`src/rtl/load_use_stall_ctrl_pkg.sv`:
```
// Shared decode-stage definitions for the load-use stall controller:
// load opcode, NOP encoding and the stall FSM state type.
package proc_pkg;

  localparam logic [3:0]  OP_LOAD   = 4'b1110;
  localparam logic [15:0] NOP_INSTR = '0;

  typedef enum logic {
    RUN   = 1'b0,
    STALL = 1'b1
  } state_t;

endpackage

```
`src/rtl/load_use_stall_ctrl.sv`:
```
// Load-use stall controller and IF/ID pipeline register.
// Optional feature: define STALL_STATS_EN to add the stall_total bubble counter.
module load_use_stall_ctrl
  import proc_pkg::*;
#(
  parameter int unsigned INSTR_W  = 16,
  parameter int unsigned LOAD_LAT = 1,
  parameter int unsigned CNT_W    = 4
) (
  input  logic               clk,
  input  logic               rst_n,
  input  logic [INSTR_W-1:0] fetch_instr,
  input  logic               fetch_valid,
  input  logic               hz_a,
  input  logic               hz_b,
  input  logic               ex_ready,
  input  logic               flush,
  output logic [INSTR_W-1:0] ifid_instr,
  output logic               ifid_valid,
  output logic               stall_pc,
  output logic               bubble_ex,
  output logic [CNT_W-1:0]   stall_cnt
`ifdef STALL_STATS_EN
  ,
  output logic [15:0]        stall_total
`endif
);

  localparam logic [CNT_W-1:0]   LAT_M1 = CNT_W'(LOAD_LAT - 1);
  localparam logic [INSTR_W-1:0] NOP    = INSTR_W'(NOP_INSTR);

  state_t               r_state;
  logic [CNT_W-1:0]     r_cnt;
  logic [INSTR_W-1:0]   r_instr;
  logic                 r_valid;
  logic                 w_hazard;

  // Flush outranks freeze, freeze outranks any hazard or pending stall.
  always_comb begin
    w_hazard  = r_valid & (hz_a | hz_b);
    stall_pc  = 1'b0;
    bubble_ex = 1'b0;
    if (flush) begin
      bubble_ex = 1'b1;
    end else if (!ex_ready) begin
      stall_pc = 1'b1;
    end else if ((r_state == STALL) || w_hazard) begin
      stall_pc  = 1'b1;
      bubble_ex = 1'b1;
    end
  end

  always_ff @(posedge clk) begin
    if (!rst_n) begin
      r_state <= RUN;
      r_cnt   <= '0;
      r_instr <= NOP;
      r_valid <= 1'b0;
    end else if (flush) begin
      r_state <= RUN;
      r_cnt   <= '0;
      r_instr <= NOP;
      r_valid <= 1'b0;
    end else if (ex_ready) begin
      unique case (r_state)
        STALL: begin
          if (r_cnt == CNT_W'(1)) begin
            r_state <= RUN;
            r_cnt   <= '0;
          end else begin
            r_cnt <= r_cnt - CNT_W'(1);
          end
        end
        default: begin
          if (w_hazard) begin
            // The hazard cycle itself is the first stall cycle.
            if (LOAD_LAT > 1) begin
              r_state <= STALL;
              r_cnt   <= LAT_M1;
            end
          end else begin
            r_instr <= fetch_valid ? fetch_instr : NOP;
            r_valid <= fetch_valid;
          end
        end
      endcase
    end
  end

  assign ifid_instr = r_instr;
  assign ifid_valid = r_valid;
  assign stall_cnt  = r_cnt;

`ifdef STALL_STATS_EN
  logic [15:0] r_total;

  always_ff @(posedge clk) begin
    if (!rst_n) begin
      r_total <= '0;
    end else if (bubble_ex && !flush && (r_total != '1)) begin
      r_total <= r_total + 16'd1;
    end
  end

  assign stall_total = r_total;
`endif

endmodule

```
`config.mk`:
```
export PLATFORM = sky130hd
export DESIGN_NAME = load_use_stall_ctrl
export DESIGN_NICKNAME = d
export VERILOG_FILES = /design/src/rtl/load_use_stall_ctrl_pkg.sv /design/src/rtl/load_use_stall_ctrl.sv
export SDC_FILE = /design/constraint.sdc
export NUM_CORES = 1
export LEC_CHECK = 0
export BUFFER_PORTS_ARGS = -buffer_cell sky130_fd_sc_hd__buf_2
export CORE_ASPECT_RATIO = 1.5
export CORE_UTILIZATION = 45
export DETAILED_ROUTE_END_ITERATION = 10
export PLACE_DENSITY = 0.84
export SLEW_MARGIN = 30
export SYNTH_ARGS = -nofsm -noshare
export SYNTH_HDL_FRONTEND = slang
export SYNTH_SLANG_ARGS = --single-unit
export TNS_END_PERCENT = 1
```
`constraint.sdc`:
```
create_clock -name clk -period 2.54 [get_ports clk]
set_clock_uncertainty 0.15 [all_clocks]
set_input_delay 0 -clock clk [delete_from_list [all_inputs] [get_ports clk]]
set_output_delay 0 -clock clk [all_outputs]
set_load 0.01 [all_outputs]
```
==> results.py <==
metrics = {
    "detailed_routing": {
        "drt_pre_antenna_iters": 4,
        "drc_errors": 0,
        "drtIter0Drc": 16,
        "viasPerCell": 5.33,
        "routed_wirelength_um": 2640,
        "wl_per_cell_um": 12.5,
        "via_count": 1119,
        "drtAntennaViolNets": 0,
    },
    "worst_hold_path": {
        "min_to": "ifid_instr[7]$_SDFFE_PP0P_",
        "min_from": "ifid_instr[7]$_SDFFE_PP0P_",
        "holdPathStages": 2,
        "min_path_type": "reg2reg",
    },
    "yosys": {
        "syn_nets": 154,
        "ys_seq_area_share_pct": 42.9,
        "async_reset_ff_share_pct": 0,
        "syn_avg_cell_area_um2": 7.95,
        "yosysMostFrequentCell": "nand2_1",
        "ys_warn_count": 0,
        "synthesis.instances": 129,
        "synth_area_leaders": "dfxtp_1 (43%), a21oi_1 (9.8%), or3_1 (9.8%)",
        "synth_edf_count": 0,
        "synth_seq_cells": 22,
        "syn-cell-area_um2": 1030,
        "synth.distinct_cells": 22,
        "ys.flop_type": "dfxtp_1",
        "ys_top_cells_by_count": "nand2_1 (23), dfxtp_1 (22), a21oi_1 (20), o21ai_0 (17), or3_1 (16)",
        "synth_top_cell_area_share_pct": 42.9,
        "yosysTopAreaCell": "dfxtp_1",
    },
    "floorplan": {
        "rows": 20,
        "fp.coreArea_um2": 2080,
        "die_x_um": 41.0,
        "die_h_um": 60.5,
        "ioPinCount": 46,
        "start_util_pct": 49.4,
        "dieArea_um2": 2480,
    },
    "placed_design": {
        "hpwl_um": 1610,
        "portBuffers": 45,
        "gp_congestion": 0.691,
        "dp_worst_setup_slack_ps": 879,
    },
    "finish": {
        "antennaDiodeCount": 0,
        "area_growth_pct": 41.6,
        "drive_gt1_share_pct": 27.1,
        "layout.nets": 215,
    },
    "global_routing": {
        "grt_pass1_wl_um": 4020,
        "grt_max_degree": 35,
        "grt_pass1_vias": 1050,
        "antenna_found_initial": 0,
        "grt.total_usage_pct": 23.3,
        "grt.overflow.total": 0,
    },
    "setup_path": {
        "startpoint_type": "flip-flop",
        "timing.rr.end": "r_state$_SDFFE_PP0P_",
        "crit_path_end_kind": "primary output",
        "crit_arrival_ps": 1770,
        "reg2reg_depth": 4,
        "r2r_slack_ps": 670,
        "path_class": "reg2out",
        "required_ps": 2390,
        "crit_start": "ifid_valid$_SDFFE_PP0P_",
        "rr_startpoint": "stall_cnt[0]$_SDFFE_PP0P_",
        "crit_fanout": 34,
    },
    "clock_network": {
        "clock_sinks": 22,
        "cts_root_buffer": "clkbuf_4",
        "clk_latency_ps": 300,
        "ctsResizeCount": 0,
        "cts_tree": "yes",
        "tritoncts.num_buffers": 3,
        "htreeDepth": 1,
        "clkTransAtPathRegs_ps": 100,
        "clockBufferDepth": 2,
    },
    "timing": {
        "tightest_slew_ps": 822,
        "postLayoutSetupSlackWorst_ps": 620,
        "layout_min_cycle_time_ps": 1920,
        "setup_viol": 0,
        "finalCritPeriodShare_pct": 75.6,
        "fmax_mhz": 521,
        "relSlewSlack_pct": 45.2,
        "slew_viol_final": 0,
        "rsz0062_at_grt": "false",
        "fin_tns_setup_ps": 0,
        "hold_viol_final": 0,
    },
    "pwr": {
        "peakVddDrop_v": 0.000311,
        "power.density_nw_per_um2": 411,
        "p_leak_nw": 0.631,
    },
    "run": {
        "maxCapViolCount": 0,
    },
    "outcome": {
        "status": "completed",
    },
}
[per-layer routing]
metal	share of wire [%]	global-route usage [%]	up-vias	wire (µm)
met5	0	0	-	0
met1	39	22.9	514	1030
met2	55	43.8	35	1440
met3	4.3	2.56	6	113
li1	-	-	564	-
met4	2.0	11.9	0	53
[cells in the final DEF (no fill, tap or decap)]
cell type / n
nand3_1: 1
or3_2: 2
mux2i_1: 2
nand2_1: 23
dfxtp_1: 22
o21a_1: 1
nor2b_1: 1
inv_1: 3
clkbuf_4: 3
a311oi_1: 1
nand2b_4: 1
or3_1: 16
buf_2: 45
a211o_1: 1
o21ai_0: 17
nor2_1: 2
a21oi_1: 20
nor4_1: 1
nand2b_1: 2
nor3b_1: 1
ha_1: 2
dlygate4sd3_1: 21
[sequential cells by signal, summed over array words and instances, names as in the netlist]
register    cells
ifid_valid      1
r_state         1
stall_cnt       4
ifid_instr     16
[what timing repair did]
action                    CTS  global route
hold buffers               21             0
hold endpoints to repair   20             0
buffers inserted            0             0
[worst max path at each step]
stage | to | slack (ps)
after global placement | ifid_instr[10]$_SDFFE_PP0P_ | 960
final | stall_pc | 620
after detailed placement | ifid_instr[8]$_SDFFE_PP0P_ | 880
after CTS | stall_pc | 630
after global routing | bubble_ex | 440
after floorplan | stall_cnt[0]$_SDFFE_PP0P_ | 1090
[critical path: stages, from the launching register on]
cell and delay [ps]:
dfxtp_1 370, o21a_1 680, nor2_1 180, nor2_1 120
buf_2 140
[area by class of cell]
type                    instances  area (µm²)
multi-input cells              94         515
clock buffers                   3        22.5
fillers                       181         624
inverters                       3        11.3
well taps                      22        27.5
flip-flops and latches         22         440
repair buffers                 66         435
[cells by family (layout without fill, tap and decap cells)]
| kind of cell | Yosys count | count (layout) | share of synthesized area [%] |
|---|---|---|---|
| muxes | 2 | 2 | 1.95 |
| buffers and inverters | 13 | 72 | 6.83 |
| adders and majority gates | 2 | 2 | 2.44 |
| DFF | 22 | 22 | 42.9 |
| and+or+nand+nor | 50 | 50 | 25.4 |
| AOI/OAI and AO/OA | 40 | 40 | 20.5 |
[where the power goes]
group	internal [W]	switching, W
clock	0.0000553	0.0000936
sequential	0.000350	0.00000253
combinational	0.0000500	0.0000449
[per-stage QoR]
| stage | power [W] | std cells | util, % | cell area, µm² | hold WS, ps |
|---|---|---|---|---|---|
| 2_1_floorplan | 0.000404 | 129 | - | 1030 | -102 |
| 5_1_grt | 0.000625 | 210 | 69.9 | 1450 | 357 |
| 3_5_place_dp | 0.000431 | 186 | 58.7 | 1220 | 119 |
| 3_3_place_gp | 0.000428 | 186 | 58.7 | 1220 | 119 |
| 4_1_cts | 0.000601 | 210 | 69.9 | 1450 | 328 |
| 6_report | 0.000597 | 210 | 69.9 | 1450 | 329 |
Note: power is estimated with default switching activity, not from simulation.
